### src/rtl/nn_pkg.sv
// Shared types and constants for the NN result collector.
// nn_decide turns one node's output pair into a class decision, winning score and margin.
package nn_pkg;
  localparam int DW    = 21;
  localparam int NODES = 4;
  localparam int FID_W = 8;

  typedef struct packed {
    logic [1:0]             node;
    logic                   cls;
    logic signed [DW-1:0]   score;
    logic [DW:0]            margin;
    logic [FID_W-1:0]       fid;
  } nn_result_t;

  function automatic nn_result_t nn_decide(input logic signed [DW-1:0] o0,
                                           input logic signed [DW-1:0] o1);
    nn_result_t       r;
    logic signed [DW:0] d;
    r        = '0;
    d        = {o0[DW-1], o0} - {o1[DW-1], o1};
    r.cls    = (o1 > o0);
    r.score  = r.cls ? o1 : o0;
    r.margin = d[DW] ? (~d + 1'b1) : d;
    return r;
  endfunction
endpackage

### src/rtl/nn_rr_arbiter.sv
// Round-robin arbiter over the pending nodes.
// The search starts at the pointer; on advance the pointer moves past the granted node.
module nn_rr_arbiter
  import nn_pkg::*;
(
  input  logic             clk,
  input  logic             rst,
  input  logic [NODES-1:0] req_i,
  input  logic             advance_i,
  output logic [NODES-1:0] gnt_o,
  output logic [1:0]       idx_o,
  output logic             any_o
);
  logic [1:0] ptr_q, ptr_d;
  logic [1:0] cand;
  logic       found;

  always_comb begin
    gnt_o = '0;
    idx_o = '0;
    found = 1'b0;
    cand  = '0;
    for (int i = 0; i < NODES; i++) begin
      cand = ptr_q + i[1:0];
      if (!found && req_i[cand]) begin
        found       = 1'b1;
        gnt_o[cand] = 1'b1;
        idx_o       = cand;
      end
    end
  end

  assign any_o = |req_i;
  assign ptr_d = advance_i ? (idx_o + 2'd1) : ptr_q;

  always_ff @(posedge clk or posedge rst) begin
    if (rst) ptr_q <= '0;
    else     ptr_q <= ptr_d;
  end
endmodule

### src/rtl/nn_result_collector.sv
// Captures each node's output pair on a rising ready edge, buffers one result per node
// and drains them round-robin through a valid/ready stream with frame tracking.
module nn_result_collector
  import nn_pkg::*;
(
  input  logic                 clk,
  input  logic                 rst,
  input  logic signed [DW-1:0] out0_node0,
  input  logic signed [DW-1:0] out0_node1,
  input  logic signed [DW-1:0] out0_node2,
  input  logic signed [DW-1:0] out0_node3,
  input  logic signed [DW-1:0] out1_node0,
  input  logic signed [DW-1:0] out1_node1,
  input  logic signed [DW-1:0] out1_node2,
  input  logic signed [DW-1:0] out1_node3,
  input  logic                 out10_ready_node0,
  input  logic                 out10_ready_node1,
  input  logic                 out10_ready_node2,
  input  logic                 out10_ready_node3,
  input  logic                 out11_ready_node0,
  input  logic                 out11_ready_node1,
  input  logic                 out11_ready_node2,
  input  logic                 out11_ready_node3,
  output logic                 res_valid,
  input  logic                 res_ready,
  output logic [1:0]           res_node,
  output logic                 res_class,
  output logic signed [DW-1:0] res_score,
  output logic [DW:0]          res_margin,
  output logic [FID_W-1:0]     res_fid,
  output logic                 frame_done,
  output logic [NODES-1:0]     overrun
);
  logic signed [DW-1:0] o0 [NODES];
  logic signed [DW-1:0] o1 [NODES];
  logic [NODES-1:0]     rdy;

  assign o0[0] = out0_node0;  assign o1[0] = out1_node0;
  assign o0[1] = out0_node1;  assign o1[1] = out1_node1;
  assign o0[2] = out0_node2;  assign o1[2] = out1_node2;
  assign o0[3] = out0_node3;  assign o1[3] = out1_node3;
  assign rdy = {out10_ready_node3 & out11_ready_node3, out10_ready_node2 & out11_ready_node2,
                out10_ready_node1 & out11_ready_node1, out10_ready_node0 & out11_ready_node0};

  logic [NODES-1:0] rdy_q, prev_q, pend_q, pend_d, ovr_q, ovr_d, emit_q, emit_d, emit_nxt;
  logic [NODES-1:0] cap, gnt, drain;
  logic [FID_W-1:0] fid_q, fid_d;
  logic             valid_q, valid_d, load, hs, any_pend;
  logic [1:0]       idx;
  nn_result_t       hold_q [NODES];
  nn_result_t       res_q, res_d;

  nn_rr_arbiter u_arb (
    .clk       (clk),
    .rst       (rst),
    .req_i     (pend_q),
    .advance_i (load),
    .gnt_o     (gnt),
    .idx_o     (idx),
    .any_o     (any_pend)
  );

  // ready levels pass through one register stage; edge detect compares it with the stage after
  assign cap   = rdy_q & ~prev_q;
  assign load  = (~valid_q | res_ready) & any_pend;
  assign drain = load ? gnt : '0;
  assign pend_d = cap | (pend_q & ~drain);
  assign ovr_d  = ovr_q | (cap & pend_q & ~drain);

  assign hs         = valid_q & res_ready;
  assign emit_nxt   = emit_q | ({{(NODES-1){1'b0}}, 1'b1} << res_q.node);
  assign frame_done = hs & (emit_nxt == {NODES{1'b1}});
  assign emit_d     = !hs ? emit_q : (frame_done ? '0 : emit_nxt);
  assign fid_d      = fid_q + FID_W'(frame_done);
  assign valid_d    = load | (valid_q & ~res_ready);

  always_comb begin
    res_d = res_q;
    if (load) begin
      res_d      = hold_q[idx];
      res_d.node = idx;
      res_d.fid  = fid_q;
    end
  end

  always_ff @(posedge clk or posedge rst) begin
    if (rst) begin
      rdy_q   <= '0;
      prev_q  <= '0;
      pend_q  <= '0;
      ovr_q   <= '0;
      emit_q  <= '0;
      fid_q   <= '0;
      valid_q <= 1'b0;
      res_q   <= '0;
      for (int k = 0; k < NODES; k++) hold_q[k] <= '0;
    end else begin
      rdy_q   <= rdy;
      prev_q  <= rdy_q;
      pend_q  <= pend_d;
      ovr_q   <= ovr_d;
      emit_q  <= emit_d;
      fid_q   <= fid_d;
      valid_q <= valid_d;
      res_q   <= res_d;
      for (int k = 0; k < NODES; k++)
        if (cap[k]) hold_q[k] <= nn_decide(o0[k], o1[k]);
    end
  end

  assign res_valid  = valid_q;
  assign res_node   = res_q.node;
  assign res_class  = res_q.cls;
  assign res_score  = res_q.score;
  assign res_margin = res_q.margin;
  assign res_fid    = res_q.fid;
  assign overrun    = ovr_q;
endmodule
### config.mk
export PLATFORM = sky130hd
export DESIGN_NAME = nn_result_collector
export DESIGN_NICKNAME = d
export VERILOG_FILES = /design/src/rtl/nn_pkg.sv /design/src/rtl/nn_rr_arbiter.sv /design/src/rtl/nn_result_collector.sv
export SDC_FILE = /design/constraint.sdc
export NUM_CORES = 1
export LEC_CHECK = 0
export CORE_MARGIN = 2
export CORE_UTILIZATION = 50
export CTS_CLUSTER_SIZE = 24
export DETAILED_ROUTE_END_ITERATION = 12
export HOLD_SLACK_MARGIN = 0.15
export PLACE_DENSITY = 0.71
export SLEW_MARGIN = 40
export SYNTH_ARGS = -nofsm -noshare
export SYNTH_HDL_FRONTEND = slang
export SYNTH_SLANG_ARGS = --single-unit
### constraint.sdc
create_clock -name clk -period 18.3 [get_ports clk]
set_clock_uncertainty 0.2 [all_clocks]
set_input_delay 4.575 -clock clk [delete_from_list [all_inputs] [get_ports clk]]
set_output_delay 4.575 -clock clk [all_outputs]
set_load 0.03 [all_outputs]
# --- Yosys cells after proc, flatten, opt, wreduce, memory -nomap -nowiden ---
# Index checks and enable logic that the tools add are counted.
totals:
  register_bits: 261
  wordCells: 133
  output_inout_bits: 60
classes:
  order_cmp: 13
  muxes: 40
  shifts: 1
  bitwise: 29
  addsub: 13
  n_reduce_logical: 11
  eq_ne: 1
op_table:
  columns: ["op", "n"]
  rows:
  - ["$bmux 54 s2", 1]
  - ["$mux 52", 2]
  - ["$add 22x1->22 const B", 4]
  - ["$mux 22", 4]
  - ["$not 22->22", 4]
  - ["$sub 21x21->22", 4]
  - ["$gt 21x21->1", 4]
  - ["$mux 21", 4]
  - ["$mux 4", 6]
  - ["$or 4x4->4", 6]
  - ["$and 4x4->4", 4]
  - ["$lt 2x3->1 const B", 4]
  - ["$mux 1", 11]
  - ["$add 8x1->8", 1]
  - ["$and 1x1->1", 8]
  - ["$bmux 1 s2", 4]
  - ["$demux 1 s2", 4]
  - ["$ge 2x1->1 const B", 4]
  - ["$mux 2", 4]
  - ["$not 4->4", 2]
  - ["$logic_and 1x1->1", 7]
  - ["$add 2x1->2 const B", 2]
  - ["$add 2x2->2 const B", 2]
  - ["$eq 4x4->1 const B", 1]
  - ["7 further kinds", 11]

# --- Logic depth before layout (Yosys ltp) ---
# Gate-level depths: netlist of the first run.
logic_depth:
  ltp_word: 16
  ltp_mapped: 15
  depth_no_buf: 13

# --- Cells and area by module ---
# A second synthesis of the first run with hierarchy kept.
unflattened:
  hier_cells: 2091
  area_unflattened_um2: 18450.2
by_module_without_submodules:
  columns: ["mod", "seq_area_each_um2", "area_each_um2", "instances", "cells_per_inst"]
  rows:
  - ["nn_result_collector", 6481.2, 17977.2, 1, 2037]
  - ["nn_rr_arbiter", 50.0, 473.0, 1, 54]

# --- Worst setup path after synthesis of the first run ---
# No wires, ideal clock.
synth_path:
  kind: "in2out"
  start: "input port res_ready"
  end: "output port frame_done"
  arrival_ps: 5284
  required_time_ps: 13525
  path_stages: 3
  setup_slack_ps: 8241
  cell_sequence: "and2_1 > and3_1 > clkbuf_1"
synth_via:
  elab_chain_len: 2
synth_lines:
  columns: ["element", "line_no", "rtl"]
  rows:
  - ["start: declaration", "nn_result_collector.sv:25", "input logic res_ready,"]
  - ["$and 1x1->1", "nn_result_collector.sv:70", "assign hs = valid_q & res_ready;"]
  - ["$and 1x1->1", "nn_result_collector.sv:72", "assign frame_done = hs & (emit_nxt == {NODES{1'b1}});"]
  - ["end: declaration", "nn_result_collector.sv:31", "output logic frame_done,"]
# No other way between the ends.

# --- Worst setup path after layout of the first run ---
# Same ends and word-level chain as after synthesis.

==> results of run 1 <==
[final cells by class]
class	instances	area share
repair buffers	256	0.1154
well taps	468	0.02612
inverters	127	0.02183
multi-input cells	1642	0.5020
flip-flops and latches	261	0.2914
clock buffers	44	0.03852
clock inverters	12	0.004745
[registers in the layout (all words and copies together) (netlist names)]
name / flops
prev_q: 4
hold_q: 176
u_arb.ptr_q: 2
res_margin: 22
res_score: 21
res_fid: 8
rdy_q: 4
overrun: 4
emit_q: 4
res_valid: 1
res_class: 1
fid_q: 8
pend_q: 4
res_node: 2
[worst min-delay path by stage]
stage | end | slack, ns
after detailed placement | prev_q[1]$_DFF_PP0_ | 0.19
after floorplan | prev_q[0]$_DFF_PP0_ | 0.15
after global routing | prev_q[3]$_DFF_PP0_ | 0.21
after global placement | prev_q[1]$_DFF_PP0_ | 0.18
final | prev_q[3]$_DFF_PP0_ | 0.20
after CTS | prev_q[3]$_DFF_PP0_ | 0.20
[where the power goes]
group	switching [W]	internal, W
logic	0.000927	0.000607
registers	0.000134	0.000745
clock network	0.000251	0.000341
[metal layers]
layer  vias to the layer above  routed length (um)
met5                         -                   0
met4                         0                2116
met3                        88                2436
met2                       447               24000
met1                      7807               26370
li1                       8025                   -
[cell usage after synthesis, drive strengths merged, types with 5 or more instances]
cell / n / share of area
inv: 127 / 0.026
buf: 15 / 0.0039
o21a: 19 / 0.0077
nand3: 26 / 0.0070
o31ai: 13 / 0.0055
or3: 20 / 0.0067
nor4: 9 / 0.0030
nand2b: 22 / 0.0074
nor2b: 61 / 0.021
o21ai: 229 / 0.062
and2: 15 / 0.0050
xor2: 47 / 0.022
o21bai: 7 / 0.0028
a31o: 6 / 0.0028
xnor2: 82 / 0.039
dfrtp: 261 / 0.35
nor3b: 13 / 0.0052
a31oi: 24 / 0.0081
o2111ai: 5 / 0.0024
a21o: 70 / 0.028
and3: 16 / 0.0054
mux2: 17 / 0.010
mux2i: 133 / 0.072
nor3: 33 / 0.0089
a21oi: 89 / 0.025
o31a: 6 / 0.0028
or2: 10 / 0.0034
a221oi: 6 / 0.0028
o211ai: 16 / 0.0065
a211oi: 105 / 0.042
nand2: 241 / 0.049
nand4: 6 / 0.0020
clkbuf: 98 / 0.020
o22ai: 5 / 0.0017
a21boi: 11 / 0.0044
nor2: 106 / 0.021
ha: 101 / 0.068
[per-stage QoR]
stage / hold WS [ns] / cells
floorplan: 0.1546 / 2143
global placement: 0.1827 / 2749
detailed placement: 0.1863 / 2753
CTS: 0.2026 / 2809
global route: 0.2120 / 2810
finish: 0.1976 / 2810
[critical path, delay by kind of cell]
kind          cells  cell delay [ns]
simple gates      2             0.51
buf+inv           2             1.18
[kinds of logic (layout without fill, tap and decap cells)]
family                     count (synthesis)  count (layout)
muxes                                    152             152
adders and majority gates                105             105
xor gates and xnor gates                 129             129
and+or+nand+nor                          603             603
DFF                                      261             261
buffers and inverters                    240             439
AOI/OAI and AO/OA                        653             653
==> flow_metrics.env, run 1 <==
export IMPL_core_area_um2=36610
export IMPL_synth_simple_area_share=0.1575
export IMPL_crit_chain="clkdlybuf4s50_1 -> and2_1 -> and3_1 -> clkdlybuf4s50_1"
export IMPL_ys_seq_area_frac=0.3510
export IMPL_grt_pass1_vias=15752
export IMPL_pin_count=239
export IMPL_via_per_inst=5.825
export IMPL_path_max_fanout=6
export IMPL_die_w_um=196.9
export IMPL_grt_ovfl_total=0
export IMPL_regArea_um2=6531
export IMPL_layout_nets=2602
export IMPL_yosysUniqueCellTypes=78
export IMPL_ctsHtreeMaxLevel=1
export IMPL_async_flop_share=1.000
export IMPL_final_max_slew_violation_count=0
export IMPL_cts_root_buf="clkbuf_16"
export IMPL_hp_start="rdy_q[3]$_DFF_PP0_"
export IMPL_cp_endpoint="frame_done"
export IMPL_rows=70
export IMPL_syn_area_um2=18610
export IMPL_grtUsageTotal=0.2825
export IMPL_place_congestion=0.9184
export IMPL_min_path_cells=0
export IMPL_grt_start_max_net_pins=135
export IMPL_end_kind="primary output"
export IMPL_drt_iter0_markers=1007
export IMPL_final_area_um2=22420
export IMPL_met3_usage=0.02926
export IMPL_synth_warnings=0
export IMPL_finalHoldViolations=0
export IMPL_drtPass1Iterations=5
export IMPL_slew_limit_headroom=0.4418
export IMPL_synth_nets=2427
export IMPL_start_kind="input pin"
export IMPL_synth_area_mux_share=0.08426
export IMPL_worstSetupStartpoint="res_ready"
export IMPL_critPathKind="input pin to primary output"
export IMPL_r2r_cells=11
export IMPL_antenna_cells=0
export IMPL_clockBufferDepth=3
export IMPL_synth_compound_area_frac=0.2249
export IMPL_synth_edff_count=0
export IMPL_clock_fmax_ghz=0.09060
export IMPL_cts_hold_buf=0
export IMPL_synthAdderAreaFrac=0.07223
export IMPL_critPathArrivalTime_ns=6.26
export IMPL_cap_violations=0
export IMPL_finalPower_w=0.003005
export IMPL_place_area_um2=21420
export IMPL_power_leakage_nw=10.37
export IMPL_grt_pass1_wl_um=86240
export IMPL_fin_crit_sh=0.6032
export IMPL_layout_commonest_cell="dfrtp_1"
export IMPL_pre_cts_slack_ns=7.271
export IMPL_worst_pin_slew_ns=0.8373
export IMPL_vias=16367
export IMPL_cts_tree="yes"
export IMPL_r2r_start="u_arb.ptr_q[0]$_DFFE_PP0P_"
export IMPL_cts_sinks=261
export IMPL_postLayoutCoreUtil=0.6123
export IMPL_port_buffers=238
export IMPL_post_cts_buffers=0
export IMPL_rsz0062_at_grt="false"
export IMPL_cts_resized=0
export IMPL_synth_seq_cells=261
export IMPL_p_per_area_nw_per_um2=134.1
export IMPL_routedWlPerCell_um=19.55
export IMPL_synth_area_per_cell_um2=8.682
export IMPL_antenna_found_initial=0
export IMPL_synth_top_family_by_area="compound AO/OA/AOI/OAI gates"
export IMPL_rrSetupSlack_ns=13.80
export IMPL_n_fill_cell=3229
export IMPL_grtUsageMet1=0.4115
export IMPL_multi_input_area_um2=11250
export IMPL_top_usage_layer="met2"
export IMPL_die_area_um2=38770
export IMPL_postRouteAntennaNets=0
export IMPL_setup_slack_ns=7.262
export IMPL_cts_buffers_inserted=30
export IMPL_dp_hpwl_um=42190
export IMPL_synth_xor_area_frac=0.06073
export IMPL_timing_rr_end="res_margin[10]$_DFFE_PP0P_"
export IMPL_status="complete, no violations"
export IMPL_synthCells=2143
export IMPL_areaGrowthSynthToFinish_pct=20.48
export IMPL_finalSetupTns_ns=0
export IMPL_min_path_type="flip-flop to flip-flop"
export IMPL_clk_pin_slew_ns=0.06
export IMPL_critPathMaxStageDelay_ns=0.71
export IMPL_setup_viol=0
export IMPL_drt_total_wl_um=54930
export IMPL_final_layout_size_suffix_gt1_frac=0.05380
export IMPL_insertion_delay_ns=0.58
export IMPL_fin_crit_ns=11.04
export IMPL_die_y_um=196.9
export IMPL_ir_worst_vdd_mv=0.2070
export IMPL_use_met2=0.4379
export IMPL_drc=0
export IMPL_worstPathRequired_ns=13.53
export IMPL_final_cell_mix="dfrtp_1 (261), nand2_1 (241), clkdlybuf4s50_1 (238), o21ai_0 (224), mux2i_1 (132)"
export IMPL_synth_flop_cell="dfrtp_1"
export IMPL_worst_path_most_repeated_cell="clkdlybuf4s50_1"
export IMPL_cp_slowest_cell="clkdlybuf4s50_1"
export IMPL_initial_core_util=0.5082
Note: power is estimated with default switching activity, not from simulation.
==> run 2, diff against run 1 <==
clock period = 10.23 ns   (was 18.3 ns; I/O delays follow)
==> run 2 against run 1 <==
Design area about the same. Critical path depth did not move. Combinational power up 80%. Power rose by 79%. Setup slack lost 4.0 ns. Critical endpoint unchanged. Largest cell class unchanged. First-iteration DRC count rose by 9.0%.
==> flow_metrics.env, run 2 (synthesis results as in run 1) <==
export IMPL_status="complete, no violations"
export IMPL_cp_endpoint="frame_done"
export IMPL_cts_sinks=261
export IMPL_port_buffers=238
export IMPL_drt_iter0_markers=1098
export IMPL_antenna_cells=0
export IMPL_setup_viol=0
export IMPL_die_area_um2=38770
export IMPL_hp_start="rdy_q[2]$_DFF_PP0_"
export IMPL_dp_hpwl_um=42900
export IMPL_final_max_slew_violation_count=0
export IMPL_n_fill_cell=3278
export IMPL_rrSetupSlack_ns=5.21
export IMPL_cts_hold_buf=0
export IMPL_die_y_um=196.9
export IMPL_drc=0
export IMPL_critPathArrivalTime_ns=4.23
export IMPL_via_per_inst=5.855
export IMPL_clock_fmax_ghz=0.1431
export IMPL_worstPathRequired_ns=7.47
export IMPL_power_leakage_nw=10.35
export IMPL_clk_pin_slew_ns=0.06
export IMPL_final_layout_size_suffix_gt1_frac=0.05342
export IMPL_final_cell_mix="dfrtp_1 (261), nand2_1 (241), clkdlybuf4s50_1 (238), o21ai_0 (224), mux2i_1 (132)"
export IMPL_grt_start_max_net_pins=124
export IMPL_slew_limit_headroom=0.4599
export IMPL_worstSetupStartpoint="res_ready"
export IMPL_regMostFlops="hold_q"
export IMPL_p_per_area_nw_per_um2=240.6
export IMPL_grt_pass1_vias=15724
export IMPL_timing_rr_end="res_margin[4]$_DFFE_PP0P_"
export IMPL_ir_worst_vdd_mv=0.2107
export IMPL_r2r_start="u_arb.ptr_q[0]$_DFFE_PP0P_"
export IMPL_cts_resized=0
export IMPL_place_congestion=0.9376
export IMPL_postRouteAntennaNets=0
export IMPL_drt_total_wl_um=55570
export IMPL_largest_register_ffs=176
export IMPL_grtUsageTotal=0.2847
export IMPL_fin_crit_ns=6.989
export IMPL_cts_buffers_inserted=30
export IMPL_finalHoldViolations=0
export IMPL_antenna_found_initial=0
export IMPL_die_w_um=196.9
export IMPL_pin_count=239
export IMPL_cts_tree="yes"
export IMPL_post_cts_buffers=0
export IMPL_rows=70
export IMPL_routedWlPerCell_um=19.79
export IMPL_insertion_delay_ns=0.58
export IMPL_path_max_fanout=6
export IMPL_layout_commonest_cell="dfrtp_1"
export IMPL_end_kind="primary output"
export IMPL_start_kind="input pin"
export IMPL_ctsHtreeMaxLevel=1
export IMPL_worst_pin_slew_ns=0.8101
export IMPL_cts_root_buf="clkbuf_16"
export IMPL_core_area_um2=36610
export IMPL_fin_crit_sh=0.6832
export IMPL_min_path_type="flip-flop to flip-flop"
export IMPL_areaGrowthSynthToFinish_pct=20.40
export IMPL_grt_pass1_wl_um=86740
export IMPL_final_area_um2=22400
export IMPL_cap_violations=0
export IMPL_drtPass1Iterations=6
export IMPL_initial_core_util=0.5082
export IMPL_rsz0062_at_grt="false"
export IMPL_finalSetupTns_ns=0
export IMPL_grt_ovfl_total=0
export IMPL_r2r_cells=11
export IMPL_vias=16440
export IMPL_layout_nets=2602
export IMPL_critPathKind="input pin to primary output"
export IMPL_clockBufferDepth=3
export IMPL_place_area_um2=21400
-- run 2: cell count changes in the layout (fill, tap and decap cells not counted), sizes merged --
cell and change:
clkinvlp +2, bufinv +1, clkbuf -3, clkinv -2
-- run 2: cell type report --
class / count / area, um2 / share of cell area
clock inverter: 13 / 137.6 / 0.006144
tap: 468 / 585.6 / 0.02614
clock buffer: 41 / 832.0 / 0.03714
timing repair buffer: 256 / 2571 / 0.1148
sequential: 261 / 6531 / 0.2916
multi-input combinational: 1642 / 11250 / 0.5024
inverter: 127 / 489.2 / 0.02184
-- run 2: metal layers --
| layer | vias up | track usage | wire (um) |
|---|---|---|---|
| li1 | 8019 | - | - |
| met1 | 7938 | 0.4146 | 26360 |
| met2 | 424 | 0.4550 | 25250 |
| met3 | 59 | 0.03354 | 2732 |
| met4 | 0 | 0.06377 | 1229 |
| met5 | - | 0 | 0 |
-- run 2: worst min path at each step --
stage | to | slack (ns) | cells after the start
2_1_floorplan | prev_q[0]$_DFF_PP0_ | 0.15 | 0
3_3_place_gp | prev_q[1]$_DFF_PP0_ | 0.18 | 0
3_5_place_dp | prev_q[2]$_DFF_PP0_ | 0.19 | 0
4_1_cts | prev_q[1]$_DFF_PP0_ | 0.20 | 0
5_1_grt | prev_q[2]$_DFF_PP0_ | 0.21 | 0
6_report | prev_q[2]$_DFF_PP0_ | 0.20 | 0
-- run 2: worst max-delay path: stages --
cell	delay [ns]
clkdlybuf4s50_1	0.46
and2_1	0.21
and3_1	0.29
clkdlybuf4s50_1	0.71
-- run 2: stage by stage --
step	utilization	total power (W)	setup slack [ns]	hold slack, ns	std cells
floorplan	-	0.003345	0.2890	0.1546	2143
finish	0.6119	0.005390	3.241	0.1960	2808
global route	0.6119	0.005701	3.119	0.2134	2808
detailed placement	0.5846	0.004326	3.261	0.1853	2753
global placement	0.5826	0.004259	3.284	0.1802	2750
CTS	0.6111	0.005412	3.247	0.1955	2807
-- run 2: power by group --
group | internal [W] | switching [W]
combinational | 0.00108 | 0.00167
clock | 0.000618 | 0.000449
sequential | 0.00133 | 0.000244
total | 0.00303 | 0.00236
==> run 3, diff against run 2 <==
PLACE_DENSITY = 0.74   (was 0.71)
clock period = 6.05 ns   (was 10.23 ns; I/O delays follow)
==> run 3 against run 2 <==
Global-route usage fell by 0.53 points. Worst hold slack improved by 0.0012 ns. Critical endpoint is now hold_q[29]$_DFFE_PP0P_. Flip-flop and latch count stayed put. Largest cell class unchanged.
==> flow_metrics.env, run 3 (synthesis results as in run 1) <==
export IMPL_final_layout_size_suffix_gt1_frac=0.05795
export IMPL_min_path_type="flip-flop to flip-flop"
export IMPL_largest_register_ffs=176
export IMPL_worst_pin_slew_ns=0.8551
export IMPL_pre_cts_slack_ns=0.1969
export IMPL_layout_nets=2608
export IMPL_grt_pass1_vias=15931
export IMPL_finalSetupTns_ns=0
export IMPL_rsz0062_at_grt="false"
export IMPL_layout_commonest_cell="dfrtp_1"
export IMPL_setup_viol=0
export IMPL_initial_core_util=0.5082
export IMPL_worst_path_most_repeated_cell="or4_1"
export IMPL_p_int_w=0.005257
export IMPL_routedWlPerCell_um=19.36
export IMPL_r2r_cells=10
export IMPL_critPathArrivalTime_ns=5.59
export IMPL_timing_rr_end="res_score[9]$_DFFE_PP0P_"
export IMPL_met3_usage=0.04415
export IMPL_ir_worst_vdd_mv=0.4032
export IMPL_cts_tree="yes"
export IMPL_dp_hpwl_um=41940
export IMPL_place_congestion=0.9189
export IMPL_vias=16557
export IMPL_postRouteAntennaNets=0
export IMPL_top_usage_layer="met2"
export IMPL_p_switching_w=0.004007
export IMPL_power_leakage_nw=10.42
export IMPL_drt_iter0_markers=1245
export IMPL_antenna_cells=0
export IMPL_setup_slack_ns=0.7571
export IMPL_drt_total_wl_um=54510
export IMPL_clock_fmax_ghz=0.1889
export IMPL_cts_hold_buf=0
export IMPL_rrSetupSlack_ns=1.55
export IMPL_ctsHtreeMaxLevel=1
export IMPL_crit_chain="clkdlybuf4s50_1 -> inv_1 -> ha_1 -> fa_1 -> nor2b_1 -> o31a_1 -> o21a_1 -> o211ai_1 -> or4_4 -> or4_1 -> or4b_4 -> or4_1 -> o21ai_1"
export IMPL_port_buffers=238
export IMPL_die_area_um2=38770
export IMPL_antenna_found_initial=1
export IMPL_insertion_delay_ns=0.57
export IMPL_p_per_area_nw_per_um2=411.4
export IMPL_pin_count=239
export IMPL_die_w_um=196.9
export IMPL_core_area_um2=36610
export IMPL_rows=70
export IMPL_path_max_fanout=5
export IMPL_critPathKind="input pin to flip-flop"
export IMPL_finalHoldViolations=0
export IMPL_post_cts_buffers=0
export IMPL_dp_cells=2760
export IMPL_instances_no_fill=2815
export IMPL_worstSetupStartpoint="out0_node3[0]"
export IMPL_areaGrowthSynthToFinish_pct=21.04
export IMPL_power_frac_seq=0.288
export IMPL_final_max_slew_violation_count=0
export IMPL_clk_pin_slew_ns=0.06
export IMPL_fin_crit_ns=5.293
export IMPL_cp_slowest_cell="or4b_4"
export IMPL_end_kind="flip-flop"
export IMPL_cts_sinks=261
export IMPL_regMostFlops="hold_q"
export IMPL_status="complete, no violations"
export IMPL_cts_resized=0
export IMPL_grtUsageTotal=0.2794
export IMPL_start_kind="input pin"
export IMPL_drc=0
export IMPL_grt_ovfl_total=0
export IMPL_worstPathRequired_ns=6.34
export IMPL_grt_start_max_net_pins=107
export IMPL_n_fill_cell=3154
export IMPL_power_frac_comb=0.511
export IMPL_cap_violations=0
export IMPL_cts_root_buf="clkbuf_16"
export IMPL_clockBufferDepth=3
export IMPL_slew_limit_headroom=0.4285
export IMPL_grt_pass1_wl_um=85370
export IMPL_grtUsageMet1=0.3908
export IMPL_r2r_start="u_arb.ptr_q[0]$_DFFE_PP0P_"
export IMPL_fin_crit_sh=0.8749
export IMPL_drtPass1Iterations=5
export IMPL_critPathMaxStageDelay_ns=0.56
export IMPL_use_met2=0.4399
export IMPL_pwr_share_clk=0.201
export IMPL_cts_buffers_inserted=29
export IMPL_final_cell_mix="dfrtp_1 (261), nand2_1 (241), clkdlybuf4s50_1 (238), o21ai_0 (224), mux2i_1 (132)"
export IMPL_via_per_inst=5.882
export IMPL_cp_endpoint="hold_q[29]$_DFFE_PP0P_"
export IMPL_die_y_um=196.9
export IMPL_p_sw_frac=0.4325
==> run 3: how the worst min path moves through the flow <==
stage | from | endpoint | cells past startpoint
final | rdy_q[1]$_DFF_PP0_ | prev_q[1]$_DFF_PP0_ | 0
after global routing | rdy_q[3]$_DFF_PP0_ | prev_q[3]$_DFF_PP0_ | 0
after CTS | rdy_q[1]$_DFF_PP0_ | prev_q[1]$_DFF_PP0_ | 0
after detailed placement | rdy_q[1]$_DFF_PP0_ | prev_q[1]$_DFF_PP0_ | 0
after global placement | rdy_q[2]$_DFF_PP0_ | prev_q[2]$_DFF_PP0_ | 0
after floorplan | rdy_q[0]$_DFF_PP0_ | prev_q[0]$_DFF_PP0_ | 0
==> run 3: cell type report <==
type	count	area, um2	area share
Sequential cell	261	6531	0.2900
Timing Repair Buffer	263	2660	0.1181
Clock inverter	15	170.2	0.007556
Multi-Input combinational cell	1642	11250	0.4995
Tap cell	468	585.6	0.02600
Clock buffer	39	843.3	0.03745
Inverter	127	480.5	0.02134
==> run 3: metal layers <==
metal	vias to the layer above	wire length [um]
li1	8026	-
met1	7953	24900
met2	469	24430
met3	107	3085
met4	2	2076
met5	-	18
==> run 3: per-stage QoR <==
stage	cell area, um2	total power, W	hold slack (ns)	util
after global placement	21440	0.007254	0.1788	0.5857
final	22520	0.009264	0.1972	0.6151
after CTS	22490	0.009263	0.2010	0.6144
after detailed placement	21480	0.007369	0.1809	0.5867
after global routing	22520	0.009787	0.2147	0.6151
after floorplan	18610	0.005657	0.1546	-
==> run 3: power by group through the flow <==
stage / Clock, W / Combinational, W / Sequential (W)
2_1_floorplan: 0 / 0.00282 / 0.00284
3_3_place_gp: 0 / 0.00460 / 0.00266
3_5_place_dp: 0 / 0.00469 / 0.00267
4_1_cts: 0.00189 / 0.00472 / 0.00265
5_1_grt: 0.00197 / 0.00510 / 0.00272
6_report: 0.00186 / 0.00474 / 0.00266
==> run 3: worst max-delay path: cells and delay by family <==
family / cells / cell delay, ns
buffers and inverters: 2 / 0.53
AND/OR/NAND/NOR: 5 / 2.17
AO/OA/AOI/OAI: 4 / 0.71
adder cells (fa/ha/maj): 2 / 0.67
